$ cat config.mk
export PLATFORM = sky130hd
export DESIGN_NAME = switch_input_comparator
export DESIGN_NICKNAME = d
export VERILOG_FILES = /design/src/rtl/switch_input_comparator.sv
export SDC_FILE = /design/constraint.sdc
export NUM_CORES = 1
export LEC_CHECK = 0
export ABC_AREA = 0
export BUFFER_PORTS_ARGS = -buffer_cell sky130_fd_sc_hd__buf_2
export CAP_MARGIN = 20
export CORE_AREA = 2 2 39 41
export DETAILED_ROUTE_END_ITERATION = 12
export DIE_AREA = 0 0 41 43
export HOLD_SLACK_MARGIN = 0.1
export REMOVE_ABC_BUFFERS = 1
export SYNTH_ARGS = -nofsm -noshare
export SYNTH_HDL_FRONTEND = slang
export SYNTH_SLANG_ARGS = --single-unit
$ cat constraint.sdc
create_clock -name clk -period 2.95 [get_ports clk]
set_input_delay 0.59 -clock clk [delete_from_list [all_inputs] [get_ports clk]]
set_output_delay 0.59 -clock clk [all_outputs]
set_load 0.03 [all_outputs]
$ cat src/rtl/switch_input_comparator.sv
// switch_input_comparator
// Elevator call classifier for a 4-floor car. A newly pressed floor call is
// marked for insertion at the head of the floor memory when it lies strictly
// between the car's current floor and its current trip target, in the
// direction of travel. Otherwise it is marked for appending at the tail.
// All outputs are registered, so results appear one cycle after the call.
//
// Optional feature: define SWITCH_CMP_DUP_FILTER_EN to drop calls that repeat
// the current trip target. Such a call raises dup_call instead of out_valid.
// The default build leaves the macro undefined, and dup_call is then tied 0.

module switch_input_comparator (
  input  logic       clk,
  input  logic       rst_n,
  input  logic       down_up_Flag,
  input  logic [1:0] pos0Mem,
  input  logic       down_up_Input,
  input  logic [1:0] floorCall_Input,
  input  logic [1:0] actualFloor,
  input  logic       call_valid,
  output logic [1:0] nextMemoryFloor,
  output logic       BeginEndMemory_Flag,
  output logic       out_valid,
  output logic       dup_call
);

  // Direction encoding shared by the car state and the call request.
  typedef enum logic {
    DIR_DOWN = 1'b0,
    DIR_UP   = 1'b1
  } dir_e;

  dir_e car_dir;
  dir_e call_dir;

  logic       up_between;
  logic       down_between;
  logic       head;
  logic       is_dup;

  logic [1:0] next_floor_d, next_floor_q;
  logic       begin_end_d,  begin_end_q;
  logic       out_valid_d,  out_valid_q;
  logic       dup_call_d,   dup_call_q;

  assign car_dir  = dir_e'(down_up_Flag);
  assign call_dir = dir_e'(down_up_Input);

  // Head-insert decision: the call must match the travel direction and lie
  // strictly between the current floor and the trip target. All compares are
  // unsigned 2-bit, so a call equal to either end point goes to the tail.
  always_comb begin
    up_between   = (actualFloor < floorCall_Input) && (floorCall_Input < pos0Mem);
    down_between = (pos0Mem < floorCall_Input) && (floorCall_Input < actualFloor);
    head         = ((car_dir == DIR_UP)   && (call_dir == DIR_UP)   && up_between)
                 | ((car_dir == DIR_DOWN) && (call_dir == DIR_DOWN) && down_between);
`ifdef SWITCH_CMP_DUP_FILTER_EN
    is_dup       = (floorCall_Input == pos0Mem);
`else
    is_dup       = 1'b0;
`endif
  end

  // Next-state logic: a valid call loads the data registers and pulses
  // out_valid. A filtered duplicate pulses dup_call and leaves the data alone.
  // With no call, both pulses drop and the data holds.
  always_comb begin
    // NOTE: every signal gets a default first. That keeps this combinational
    // block from inferring latches on paths that do not assign it.
    next_floor_d = next_floor_q;
    begin_end_d  = begin_end_q;
    out_valid_d  = 1'b0;
    dup_call_d   = 1'b0;
    if (call_valid) begin
      if (is_dup) begin
        dup_call_d = 1'b1;
      end else begin
        next_floor_d = floorCall_Input;
        begin_end_d  = head;
        out_valid_d  = 1'b1;
      end
    end
  end

  // Output registers. The synchronous active-low reset takes priority over a
  // call that arrives in the same cycle.
  always_ff @(posedge clk) begin
    // NOTE: sequential state uses non-blocking assignments, so every register
    // samples its pre-edge value regardless of statement order.
    if (!rst_n) begin
      next_floor_q <= 2'd0;
      begin_end_q  <= 1'b0;
      out_valid_q  <= 1'b0;
      dup_call_q   <= 1'b0;
    end else begin
      next_floor_q <= next_floor_d;
      begin_end_q  <= begin_end_d;
      out_valid_q  <= out_valid_d;
      dup_call_q   <= dup_call_d;
    end
  end

  assign nextMemoryFloor     = next_floor_q;
  assign BeginEndMemory_Flag = begin_end_q;
  assign out_valid           = out_valid_q;
  assign dup_call            = dup_call_q;

endmodule

=== Word-level counts from Yosys, hierarchy flattened ===
Cells that the tools add are included.
W data, S select, Z words.

* Register bits after elaboration: 4
* Output and inout bits: 5
* Word-level logic and storage cells: 17

* Order comparisons: 4
* Muxes and demuxes: 1
* Bitwise gates (word level): 3
* Reduce and logical (&&, ||, !) cells: 6

{| class="wikitable"
|+ Operators by type and width
! operator !! number
|-
| $lt A2 B2 Y1 || 4
|-
| $logic_and A1 B1 Y1 || 6
|-
| $not A1 Y1 || 2
|-
| $mux W1 || 1
|-
| $or A1 B1 Y1 || 1
|}

=== Longest topological paths before layout ===
* Word-level depth: 4
* Depth in mapped cells: 6
* Gate-level depth less buffers: 6

=== Worst setup path after synthesis ===
No wires, ideal clock.

* Path type: input -> register
* Start point: input port floorCall_Input[0]
* End point: register begin_end_q, in the netlist BeginEndMemory_Flag
* Arrival time: 1.636 ns
* Data required time: 2.876 ns
* Slack: 1.239 ns
* Stages: 6
* Path through: inv_1 > ha_1 > a22oi_2 > nand3_1 > or3_1 > a31oi_1

* Word-level cells in the longest chain between the ends: 4
* Elaborated cells between the ends (all ways): 9

{| class="wikitable"
|+ Ends and longest elaborated chain
! element !! line !! RTL
|-
| start: declaration || 18 || <nowiki>input logic [1:0] floorCall_Input,</nowiki>
|-
| $lt A2 B2 Y1, on equally long branches || 53, 54 ||
|-
| $logic_and A1 B1 Y1, on equally long branches || 53, 54 ||
|-
| $logic_and A1 B1 Y1, on equally long branches || 55, 56 ||
|-
| $or A1 B1 Y1 (*) || 56 || <nowiki>| ((car_dir == DIR_DOWN) && (call_dir == DIR_DOWN) && down_between);</nowiki>
|-
| end signal: assignment || 97 || <nowiki>begin_end_q <= begin_end_d;</nowiki>
|-
| end: declaration || 42 || <nowiki>logic begin_end_d, begin_end_q;</nowiki>
|}

Mark *: on every way between the ends. The rest lies on a longest branch, timed or not.
A chain may end at the register's enable or synchronous reset.

=== Worst setup path in the final report ===
Ends and elaborated chain as after synthesis.

==> results.yml <==
detailed_routing:
  first_iter_violations: 4
  drc: 0
  wl_microns: 491
  drtAntennaViolNets: 0
  wl_per_cell_microns: 7.92
  via_count: 241
  vias_per_cell: 3.89
  drtPass1Iterations: 2
critical_path:
  r2r_start: "BeginEndMemory_Flag"
  path_max_fanout: 3
  critPathLaunchType: "input pin"
  required_ns: 3.11
  reg2reg_to: "BeginEndMemory_Flag"
  critPathKind: "input pin to flip-flop"
  reg2reg_depth: 2
  worstSetupEndpointType: "flip-flop"
  arrival_ns: 1.81
  regToRegSetupSlack_ns: 2.34
global_route:
  grt_overflow: 0
  grt_pass1_wl_microns: 897
  grt_pass1_vias: 237
  antenna_found_initial: 0
  grt_max_degree: 6
  grtUsageTotal_pct: 7.81
clock_tree:
  cts_resized: 0
  insertion_delay_ns: 0.23
  clk_path_buf_depth: 2
  clk_pin_slew_ns: 0.04
  cts_buffers: 3
  cts_tree: "done"
  cts_root_buf: "clkbuf_4"
  cts_setup_buffers: 0
  cts_hold_buf: 0
  cts.sinks: 4
  htree_levels: 1
layout:
  area_growth_pct: 41.0
  antennaDiodeCount: 0
  final_util_pct: 26.1
  instances_no_fill: 62
  stdcell_area_sq_um: 362
  drive_above_1_share_pct: 39.1
  fillers: 153
  fin_nets: 63
sta:
  clock_skew_ns: 0
  period_needed_ns: 1.65
  setup_slack_ns: 1.30
  hold_violations: 0
  slew_violations: 0
  rsz0062_at_grt: "false"
  fin_crit_sh_pct: 55.8
  clock.fmax_mhz: 607
  setup_tns_ns: 0
  setup_viol: 0
place:
  dp_hpwl_microns: 447
  gp_congestion: 0.672
  numPortBuffers: 14
  place_inst: 59
  place_worst_setup_slack_ns: 1.05
  placed_area_sq_um: 339
hold_path:
  worstHoldStart: "nextMemoryFloor[0]"
  hold_path_end: "nextMemoryFloor[0]"
  min_path_cells: 2
  hp-class: "flip-flop to flip-flop"
status:
  outcome: "finished clean"
job:
  cap_violations: 0
pwr:
  cellPowerDensity_nw_per_um2: 454
  leakage_uw: 0.000198
  vdd_drop_max_mv: 0.107
synthesis:
  synth.distinct_cells: 15
  syn-instance-count: 30
  synth_warnings: 0
  ys_seq_area_share_pct: 31.2
  ys_seq_elements: 4
  synth_area_sq_um: 256
  synth.avg_cell_area_sq_um: 8.55
die:
  pin_count: 16
  rows: 14
  initial_core_util_pct: 18.5
  core_sq_um: 1380
  dieHeight_microns: 43
  die_x_microns: 41
  dieArea_sq_um: 1760
power by group:
group	internal, uW	switching, uW
Clock	45.4	21.3
Sequential	57.6	1.25
Combinational	16.8	21.8
flip-flops by register name, summed over array words and instances (netlist names):
register,count
nextMemoryFloor,2
out_valid,1
BeginEndMemory_Flag,1
logic make-up (layout without fill, tap and decap cells):
kind of cell	Yosys count	count (layout)	share of synthesized area, %
adders and majority gates	4	4	19.5
AOI/OAI and AO/OA	5	5	13.2
other	1	1	1.46
muxes	2	2	7.81
buffers and inverters	7	23	11.7
and+or+nand+nor	7	7	15.1
DFF	4	4	31.2
layout make-up:
| class | count | area [sq um] | area share, % |
|---|---|---|---|
| repair buffers | 14 | 70.1 | 19.4 |
| well taps | 16 | 20.0 | 5.54 |
| flip-flops and latches | 4 | 80.1 | 22.1 |
| clock buffers | 3 | 22.5 | 6.23 |
| inverters | 6 | 22.5 | 6.23 |
| multi-input cells | 19 | 146 | 40.5 |
placed cells by master, fill, tap and decap left out, types with 2 or more instances in the layout:
master and n:
a21oi_1 2, buf_2 14, clkbuf_4 3, dfxtp_1 4, ha_1 4, inv_1 6, mux2i_1 2, nand3_1 2
nor2b_1 2
worst max path at each step:
stage / startpoint / to / slack (ns)
finish: floorCall_Input[0] / BeginEndMemory_Flag / 1.30
global route: floorCall_Input[0] / BeginEndMemory_Flag / 1.20
CTS: floorCall_Input[0] / BeginEndMemory_Flag / 1.30
detailed placement: floorCall_Input[0] / BeginEndMemory_Flag / 1.05
global placement: floorCall_Input[0] / BeginEndMemory_Flag / 1.09
floorplan: floorCall_Input[0] / BeginEndMemory_Flag / 1.24
cell usage after synthesis:
| cell type | number | area share [%] |
|---|---|---|
| dfxtp_1 | 4 | 31 |
| nand3_1 | 2 | 3.9 |
| ha_1 | 4 | 20 |
| nor2b_1 | 2 | 4.9 |
| or3_1 | 1 | 2.4 |
| a21oi_1 | 2 | 3.9 |
| nor2_1 | 1 | 1.5 |
| inv_1 | 6 | 8.8 |
| a31oi_1 | 1 | 2.4 |
| mux2i_1 | 2 | 7.8 |
| a22oi_2 | 1 | 4.9 |
| and2_1 | 1 | 2.4 |
| buf_4 | 1 | 2.9 |
| conb_1 | 1 | 1.5 |
| o21ai_0 | 1 | 1.9 |
per-layer routing:
| metal | vias up | part of all wire (%) | wire, microns | global-route usage (%) |
|---|---|---|---|---|
| li1 | 130 | - | - | - |
| met1 | 99 | 44 | 214 | 9.55 |
| met2 | 12 | 42 | 206 | 10.3 |
| met3 | 0 | 14 | 70 | 3.14 |
| met4 | 0 | 0 | 0 | 6.00 |
| met5 | - | 0 | 0 | 0 |
critical path, stage by stage:
cell     delay (ns)
buf_2          0.10
inv_1          0.05
ha_1           0.29
a22oi_2        0.17
nand3_1        0.08
or3_1          0.37
a31oi_1        0.15
metrics by stage:
stage          total power [uW]  hold WS, ns
3_3_place_gp               98.5        0.495
5_1_grt                     180        0.550
3_5_place_dp               98.9        0.502
2_1_floorplan              84.3        0.640
4_1_cts                     169        0.511
6_report                    164        0.509
Power figures use the tool's default switching activity.
